$ cat config.mk
export PLATFORM = sky130hd
export DESIGN_NAME = vga_timing_gen
export DESIGN_NICKNAME = d
export VERILOG_FILES = /design/src/rtl/vga_timing_pkg.sv /design/src/rtl/vga_axis_counter.sv /design/src/rtl/vga_timing_gen.sv
export SDC_FILE = /design/constraint.sdc
export NUM_CORES = 1
export LEC_CHECK = 0
export CAP_MARGIN = 20
export CORE_MARGIN = 10
export CORE_UTILIZATION = 52
export DETAILED_ROUTE_END_ITERATION = 16
export PLACE_DENSITY = 0.78
export SKIP_LAST_GASP = 1
export SYNTH_ARGS = -nofsm -noshare
export SYNTH_HDL_FRONTEND = slang
export SYNTH_HIERARCHICAL = 1
export SYNTH_SLANG_ARGS = --single-unit
$ cat constraint.sdc
create_clock -name CLK_100MHz -period 2.6 [get_ports CLK_100MHz]
set_input_delay 0.52 -clock CLK_100MHz [delete_from_list [all_inputs] [get_ports CLK_100MHz]]
set_output_delay 0.52 -clock CLK_100MHz [all_outputs]
set_load 0.02 [all_outputs]
$ cat src/rtl/vga_timing_pkg.sv
// Default 640x480@60 Hz timing constants and the shared coordinate type
// for the VGA raster generator and its axis counters.
package vga_timing_pkg;

    localparam int COORD_W = 11;
    typedef logic [COORD_W-1:0] coord_t;

    function automatic int axis_total(input int active, input int fp,
                                      input int sync, input int bp);
        return active + fp + sync + bp;
    endfunction

    localparam int DEF_CLK_DIV  = 4;
    localparam int DEF_H_ACTIVE = 640;
    localparam int DEF_H_FP     = 16;
    localparam int DEF_H_SYNC   = 96;
    localparam int DEF_H_BP     = 48;
    localparam int DEF_V_ACTIVE = 480;
    localparam int DEF_V_FP     = 10;
    localparam int DEF_V_SYNC   = 2;
    localparam int DEF_V_BP     = 33;

    localparam int DEF_H_TOTAL = axis_total(DEF_H_ACTIVE, DEF_H_FP, DEF_H_SYNC, DEF_H_BP);
    localparam int DEF_V_TOTAL = axis_total(DEF_V_ACTIVE, DEF_V_FP, DEF_V_SYNC, DEF_V_BP);

    localparam int DEF_H_SYNC_START = DEF_H_ACTIVE + DEF_H_FP;
    localparam int DEF_H_SYNC_END   = DEF_H_SYNC_START + DEF_H_SYNC - 1;
    localparam int DEF_V_SYNC_START = DEF_V_ACTIVE + DEF_V_FP;
    localparam int DEF_V_SYNC_END   = DEF_V_SYNC_START + DEF_V_SYNC - 1;

endpackage

$ cat src/rtl/vga_axis_counter.sv
// One raster axis: wrapping position counter with registered blank and sync
// flags derived from the next count, plus a combinational end-of-axis wrap.
module vga_axis_counter
    import vga_timing_pkg::*;
#(
    parameter int ACTIVE   = DEF_H_ACTIVE,
    parameter int FP       = DEF_H_FP,
    parameter int SYNC     = DEF_H_SYNC,
    parameter int BP       = DEF_H_BP,
    parameter bit SYNC_POL = 1'b0
) (
    input  logic               clk,
    input  logic               rst_n,
    input  logic               step,
    output logic [COORD_W-1:0] count,
    output logic               blank,
    output logic               sync,
    output logic               wrap
);

    localparam int TOTAL      = axis_total(ACTIVE, FP, SYNC, BP);
    localparam int SYNC_START = ACTIVE + FP;
    localparam int SYNC_END   = ACTIVE + FP + SYNC - 1;

    coord_t count_q, count_d;
    logic   blank_q, blank_d;
    logic   sync_q, sync_d;

    // Flags look at count_d so they move on the same edge as the count.
    always_comb begin
        wrap    = step && (count_q == coord_t'(TOTAL - 1));
        count_d = count_q;
        if (step) begin
            count_d = wrap ? '0 : count_q + 1'b1;
        end
        blank_d = (count_d >= coord_t'(ACTIVE));
        sync_d  = ((count_d >= coord_t'(SYNC_START)) && (count_d <= coord_t'(SYNC_END)))
                  ? SYNC_POL : ~SYNC_POL;
    end

    always_ff @(posedge clk or negedge rst_n) begin
        if (!rst_n) begin
            count_q <= '0;
            blank_q <= 1'b0;
            sync_q  <= ~SYNC_POL;
        end else begin
            count_q <= count_d;
            blank_q <= blank_d;
            sync_q  <= sync_d;
        end
    end

    assign count = count_q;
    assign blank = blank_q;
    assign sync  = sync_q;

endmodule

$ cat src/rtl/vga_timing_gen.sv
// VGA raster timing generator: pixel-rate divider feeding horizontal and
// vertical axis counters, with a pixel strobe and a frame-start pulse.
module vga_timing_gen
    import vga_timing_pkg::*;
#(
    parameter int CLK_DIV  = DEF_CLK_DIV,
    parameter int H_ACTIVE = DEF_H_ACTIVE,
    parameter int H_FP     = DEF_H_FP,
    parameter int H_SYNC   = DEF_H_SYNC,
    parameter int H_BP     = DEF_H_BP,
    parameter int V_ACTIVE = DEF_V_ACTIVE,
    parameter int V_FP     = DEF_V_FP,
    parameter int V_SYNC   = DEF_V_SYNC,
    parameter int V_BP     = DEF_V_BP,
    parameter bit SYNC_POL = 1'b0
) (
    input  logic               CLK_100MHz,
    input  logic               Reset,
    input  logic               Enable,
    output logic               HS,
    output logic               VS,
    output logic               HBlank,
    output logic               VBlank,
    output logic [COORD_W-1:0] CurrentX,
    output logic [COORD_W-1:0] CurrentY,
    output logic               PixelTick,
    output logic               FrameStart
);

    localparam int H_TOTAL = axis_total(H_ACTIVE, H_FP, H_SYNC, H_BP);
    localparam int V_TOTAL = axis_total(V_ACTIVE, V_FP, V_SYNC, V_BP);
    localparam int DIV_W   = (CLK_DIV > 1) ? $clog2(CLK_DIV) : 1;
    localparam logic [DIV_W-1:0] DIV_LAST = DIV_W'(CLK_DIV - 1);

    if (H_TOTAL >= 2048) begin : g_h_total_check
        $error("vga_timing_gen: H_TOTAL must stay below 2048");
    end
    if (V_TOTAL >= 2048) begin : g_v_total_check
        $error("vga_timing_gen: V_TOTAL must stay below 2048");
    end
    if (CLK_DIV < 1) begin : g_clk_div_check
        $error("vga_timing_gen: CLK_DIV must be at least 1");
    end

    logic [DIV_W-1:0] div_q, div_d;
    logic             tick;
    logic             pixel_tick_q, pixel_tick_d;
    logic             frame_start_q, frame_start_d;
    logic             h_wrap, v_wrap;

    // Divider holds its phase while disabled so resume neither skips nor repeats.
    always_comb begin
        tick          = Enable && (div_q == DIV_LAST);
        div_d         = div_q;
        if (Enable) begin
            div_d = (div_q == DIV_LAST) ? '0 : div_q + 1'b1;
        end
        pixel_tick_d  = tick;
        frame_start_d = v_wrap;
    end

    always_ff @(posedge CLK_100MHz or negedge Reset) begin
        if (!Reset) begin
            div_q         <= '0;
            pixel_tick_q  <= 1'b0;
            frame_start_q <= 1'b0;
        end else begin
            div_q         <= div_d;
            pixel_tick_q  <= pixel_tick_d;
            frame_start_q <= frame_start_d;
        end
    end

    vga_axis_counter #(
        .ACTIVE   (H_ACTIVE),
        .FP       (H_FP),
        .SYNC     (H_SYNC),
        .BP       (H_BP),
        .SYNC_POL (SYNC_POL)
    ) u_h_axis (
        .clk   (CLK_100MHz),
        .rst_n (Reset),
        .step  (tick),
        .count (CurrentX),
        .blank (HBlank),
        .sync  (HS),
        .wrap  (h_wrap)
    );

    // Stepping on the horizontal wrap keeps VS and Y changes line-aligned.
    vga_axis_counter #(
        .ACTIVE   (V_ACTIVE),
        .FP       (V_FP),
        .SYNC     (V_SYNC),
        .BP       (V_BP),
        .SYNC_POL (SYNC_POL)
    ) u_v_axis (
        .clk   (CLK_100MHz),
        .rst_n (Reset),
        .step  (h_wrap),
        .count (CurrentY),
        .blank (VBlank),
        .sync  (VS),
        .wrap  (v_wrap)
    );

    assign PixelTick  = pixel_tick_q;
    assign FrameStart = frame_start_q;

endmodule

==> results of run 1 <==
## layout make-up
cell class	count	area [sq um]	area share, %
Clock inverter	1	5.00	0.229
Clock buffer	7	55.1	2.51
Multi-Input combinational cell	131	910	41.5
Timing Repair Buffer	43	398	18.2
Tap cell	46	57.6	2.63
Sequential cell	30	753	34.4
Inverter	3	11.3	0.514
## layout by cell type (no fill, tap or decap), types with 3 or more instances in the layout
| cell | Yosys | routed |
|---|---|---|
| and3_1 | 3 | 3 |
| buf_4 | 6 | 13 |
| clkbuf_4 | 0 | 5 |
| clkdlybuf4s50_1 | 0 | 30 |
| dfrtp_1 | 28 | 28 |
| ha_1 | 4 | 4 |
| inv_1 | 3 | 3 |
| nand2_1 | 13 | 13 |
| nand2b_1 | 4 | 4 |
| nand3_1 | 13 | 13 |
| nand4_1 | 6 | 6 |
| nor2_1 | 18 | 18 |
| nor2b_1 | 3 | 3 |
| nor3_1 | 4 | 4 |
| o21ai_1 | 4 | 4 |
| o311ai_0 | 3 | 3 |
| xnor2_1 | 7 | 7 |
| xor2_1 | 13 | 13 |
## state kept, by name (all words and copies together), names as in the netlist
signal / count
FrameStart: 1
PixelTick: 1
div_q: 2
u_h_axis/blank: 1
u_h_axis/count: 11
u_h_axis/sync: 1
u_v_axis/blank: 1
u_v_axis/count: 11
u_v_axis/sync: 1
## final timing paths
path	start	endpoint	slack, ns	depth (start not counted)
setup / recovery	Enable	u_v_axis/blank	0.17	9
hold / removal	div_q[0]	div_q[0]	0.49	1
setup reg to reg	u_h_axis/count[0]	u_v_axis/blank	0.27	8
hold reg to reg	div_q[0]	div_q[0]	0.49	1
max in group asynchronous	Reset	u_v_axis/sync	1.71	2
min in group asynchronous	Reset	u_h_axis/count[4]	0.56	2
## worst register-to-register path: stages (launching register included)
cell      delay (ns)
dfrtp_1         0.46
ha_1            0.24
and4_1          0.21
and3_1          0.27
nand3_4         0.14
nor3_1          0.41
nand3b_1        0.14
a32oi_1         0.24
o21bai_1        0.14
## power breakdown
| part | internal [W] | switching (W) | total [W] |
|---|---|---|---|
| Combinational | 0.000134 | 0.000125 | 0.000259 |
| Sequential | 0.000512 | 0.0000635 | 0.000576 |
| Clock | 0.000131 | 0.000162 | 0.000292 |
## stage by stage
| step | cell area, sq um | util [%] | hold slack (ns) | TNS [ns] |
|---|---|---|---|---|
| after floorplan | 1760 | - | 0.224 | 0 |
| after global placement | 2130 | 64.3 | 0.466 | 0 |
| after detailed placement | 2130 | 64.3 | 0.478 | -0.262 |
| after CTS | 2190 | 66.1 | 0.490 | 0 |
| after global routing | 2190 | 66.1 | 0.523 | 0 |
| final | 2190 | 66.1 | 0.489 | 0 |
## cell families (layout without fill, tap and decap cells)
kind of cell,count (synthesis),count (layout),share of synthesized area [%]
AO/OA/AOI/OAI,22,22,9.72
XOR/XNOR,20,20,9.93
adder cells (fa/ha/maj),4,4,2.84
buffers and inverters,17,54,5.74
flip-flops,30,30,42.7
multiplexers,3,3,2.06
AND/OR/NAND/NOR,82,82,27.0
## routing by layer
layer | wire length, um | vias to the layer above
met5 | 0 | -
met4 | 140 | 0
met3 | 363 | 16
met2 | 2060 | 64
met1 | 1590 | 712
li1 | - | 705
==> reports/metrics.yaml, run 1 <==
cp-start-kind: "input port"
final.period_utilization_pct: 93.6
layout_setup_ws_ns: 0.167
grt_max_degree: 31
area_delta_synth_final_pct: 24.1
grt_busiest_layer: "met2"
fillCellCount: 285
synth.yosys.seq_area_share_pct: 42.7
crit_type: "in2reg"
antenna_found_initial: 0
cts_setup_buffers: 0
numCtsBuffers: 5
crit_fanout: 8
port_buffers: 30
via_per_inst: 5.74
die_w_um: 78.2
layout.nets: 221
grt_util_met1_pct: 13.5
dieArea_sq_mm: 0.00612
synth_seq_cells: 30
slowest_delay_ns: 0.47
synth_commonest_cells: "28 x dfrtp_1, 18 x nor2_1, 13 x nand2_1, 13 x nand3_1, 13 x xor2_1"
grt_pass1_wl_um: 6970
grt_pass1_vias: 1539
synthMostInstantiatedCell: "dfrtp_1"
grt-ovfl-total: 0
gp_congestion: 0.972
ys_async_sr_fraction_pct: 100
slew-limit-headroom_pct: 67.1
insertion_delay_ns: 0.34
cts_tree: "yes"
max_freq_mhz: 411
ys.warnings.count: 6
syn_avg_cell_area_sq_um: 9.91
outcome: "finished clean"
post_cts_resized: 0
drtIter0Drc: 103
instances_no_fill: 261
drive_gt1_share_pct: 14.9
chipHeight_um: 78.2
vias: 1497
synthCells: 178
cellPowerDensity_mw_per_mm2: 515
std_cell_rows: 21
rsz0062_at_grt: "false"
cp.buffers_inverters: 1
cellLeakagePower_nw: 0.940
fin_crit_ns: 2.43
yosysTopAreaCell: "dfrtp_1"
syn-cell-area_sq_mm: 0.00176
synth_top_area_share_pct: 39.7
clock-sinks: 30
holdBufCountCts: 0
pre_cts_slack_ns: -0.126
slowest_stage: "clkdlybuf4s50_1"
arrival_ns: 2.69
fin_skew_ns: 0.0217
clkTransAtPathRegs_ns: 0.09
cts-root-buf: "clkbuf_4"
ys_types: 52
drc: 0
total_power_w: 0.00113
end_kind: "flop"
grtUsageTotal_pct: 14.0
hold_class: "reg2reg"
ir_drop_v: 0.000301
htree_levels: 2
synthTopCellsByArea: "dfrtp_1 40%, xor2_1 6.5%, nor2_1 3.8%"
drv_slew: 0
wirelength_um: 4150
placedCellCount: 253
worst_path_dominant_cell_family: "simple AND/OR/NAND/NOR gates"
avgRoutedWirePerCell_um: 15.9
setup_viol: 0
dr.pass1.iters: 4
required_ns: 2.86
ant_nets: 0
core-area_sq_mm: 0.00331
pin_count: 31
cts.path.max_buffers: 2
syn_nets: 185
synth-edff-count: 0
ys.flop_type: "dfrtp_1"
max_slew.worst_pin.slew_ns: 0.488
num_antenna_cells: 0
grtUsageMet2_pct: 24.5
start_util_pct: 53.3
met3_usage_pct: 6.15
crit_chain: "clkdlybuf4s50_1 > and2_2 > and4_1 > and3_1 > nand3_4 > nor3_1 > nand3b_1 > a32oi_1 > o21bai_1"
place.detailed.hpwl_um: 3040
maxCapViolations: 0
final-hold-violation-count: 0
No activity file was read; power rests on OpenSTA's default activity.
==> inputs of run 2 (changes only) <==
--- a/config.mk
+++ b/config.mk
@@ -6,7 +6,7 @@
 export NUM_CORES = 1
 export LEC_CHECK = 0
 export CAP_MARGIN = 20
-export CORE_MARGIN = 10
+export CORE_ASPECT_RATIO = 0.8
 export CORE_UTILIZATION = 52
 export DETAILED_ROUTE_END_ITERATION = 16
 export PLACE_DENSITY = 0.78
==> run 2 against run 1 <==
Against the previous run:
- power increased by 5.2%
- sequential cell count is the same
- clock skew fell by 0.014 ns
- via count fell by 1.5%
- routed wire length down 3.2%
- die area shrank 41%
- critical path type unchanged
- critical endpoint unchanged
==> reports/metrics.yaml, run 2 (same netlist as run 1, synthesis figures left out) <==
max_slew.worst_pin.slew_ns: 0.518
grt-ovfl-total: 0
holdWs_ns: 0.504
maxCapViolations: 0
p_comb_share_pct: 20.9
grt_pass1_wl_um: 6380
area_delta_synth_final_pct: 25.2
arrival_ns: 2.56
highest_layer: "met4"
layout.nets: 222
chipHeight_um: 54.1
core-area_sq_mm: 0.00315
rsz0062_at_grt: "false"
hold_class: "reg2reg"
drc: 0
dieArea_sq_mm: 0.00363
final-hold-violation-count: 0
post-route-util_pct: 70.1
num_antenna_cells: 0
outcome: "finished clean"
ir_drop_v: 0.000532
cts.path.max_buffers: 2
avgRoutedWirePerCell_um: 15.7
place.detailed.hpwl_um: 2860
holdBufCountCts: 0
setup_viol: 0
drive_gt1_share_pct: 14.4
cts-root-buf: "clkbuf_8"
r2r-end: "u_v_axis/blank"
cp-start-kind: "input port"
wl_met2_um: 1770
cts_setup_buffers: 0
crit_fanout: 7
clock-sinks: 30
min_to: "div_q[0]"
numCtsBuffers: 5
pin_count: 31
dr.pass1.iters: 4
std_cell_rows: 18
die_w_um: 67.1
crit_type: "in2reg"
switching_share_pct: 29.6
p_clk_share_pct: 30.2
power.switching_w: 0.000351
clkTransAtPathRegs_ns: 0.07
whs_path_depth: 1
post_cts_resized: 0
port_buffers: 30
grt_pass1_vias: 1324
antenna_found_initial: 0
grtUsageTotal_pct: 24.6
fin_skew_ns: 0.00800
seqPwrFrac_pct: 48.9
htree_levels: 2
ant_nets: 0
intPower_w: 0.000835
m1WireLength_um: 1960
drv_slew: 0
final.period_utilization_pct: 90.7
fin_crit_ns: 2.36
cellPowerDensity_mw_per_mm2: 537
drtIter0Drc: 83
cellLeakagePower_nw: 0.947
cts_tree: "yes"
total_power_w: 0.00119
max_freq_mhz: 424
ff2ff_setup_slack_ns: 0.42
hp-start: "div_q[0]"
start_util_pct: 56.0
end_kind: "flop"
vias: 1475
gp_congestion: 0.900
dr_wl_met3_um: 204
wirelength_um: 4020
placedCellCount: 248
r2r-start: "div_q[0]"
mostFrequentLayoutCells: "30 x clkdlybuf4s50_1, 28 x dfrtp_1, 18 x nor2_1, 14 x buf_4"
insertion_delay_ns: 0.28
instances_no_fill: 256
required_ns: 2.80
via_per_inst: 5.76
slew-limit-headroom_pct: 65.1
grt_max_degree: 31
final_common_cell: "clkdlybuf4s50_1"
r2r.worst_path.cells: 9
run 2: cell types whose count changed in the layout (fill, tap and decap cells not counted), sizes merged:
cell | before | now
buf | 13 | 14
clkbuf | 7 | 8
clkinv | 1 | 0
run 2: layout make-up:
type	count	area, sq um
multi-input combinational	131	910
fill	248	943
clock buffer	8	80.1
timing repair buffer	44	405
tap	40	50.0
inverter	3	11.3
sequential	30	753
run 2: stage by stage:
step                worst slack, ns  instance area (sq um)  setup TNS [ns]
floorplan                     0.151                   1760               0
global placement             0.0726                   2130               0
detailed placement         -0.00628                   2130         -0.0113
CTS                           0.267                   2210               0
global route                 0.0167                   2210               0
finish                        0.242                   2210               0
run 2: routing by layer:
metal  up-vias  track usage, %
met4         0            8.51
met5         -               0
met1       706            34.3
met3        10            7.20
li1        705               -
met2        54            36.2
run 2: worst max path at each step:
stage | startpoint | end | slack [ns]
2_1_floorplan | Enable | u_v_axis/blank | 0.15
3_3_place_gp | Enable | u_v_axis/blank | 0.07
3_5_place_dp | Enable | u_v_axis/blank | -0.006
4_1_cts | Enable | u_v_axis/blank | 0.27
5_1_grt | Enable | u_v_axis/sync | 0.02
6_report | Enable | u_v_axis/blank | 0.24
run 2: worst max-delay path, stage by stage:
cell and delay, ns:
clkdlybuf4s50_1 0.47, and2_2 0.15, and4_1 0.20, and3_1 0.26, nand3_4 0.13, nor3_1 0.31
nand3b_1 0.13, a32oi_1 0.25, o21bai_1 0.14
run 2: power by group through the flow:
stage | combinational (W) | sequential [W] | clock, W
final | 0.000247 | 0.000580 | 0.000359
after global routing | 0.000275 | 0.000591 | 0.000387
after CTS | 0.000250 | 0.000579 | 0.000360
after detailed placement | 0.000248 | 0.000586 | 0
after global placement | 0.000239 | 0.000584 | 0
after floorplan | 0.000131 | 0.000606 | 0
==> inputs of run 3 (changes only) <==
--- a/config.mk
+++ b/config.mk
@@ -10,6 +10,7 @@
 export CORE_UTILIZATION = 52
 export DETAILED_ROUTE_END_ITERATION = 16
 export PLACE_DENSITY = 0.78
+export SKIP_CTS_REPAIR_TIMING = 1
 export SKIP_LAST_GASP = 1
 export SYNTH_ARGS = -nofsm -noshare
 export SYNTH_HDL_FRONTEND = slang
==> results of run 3 <==
The final DEF is identical to that of run 2; final timing and power are the same.
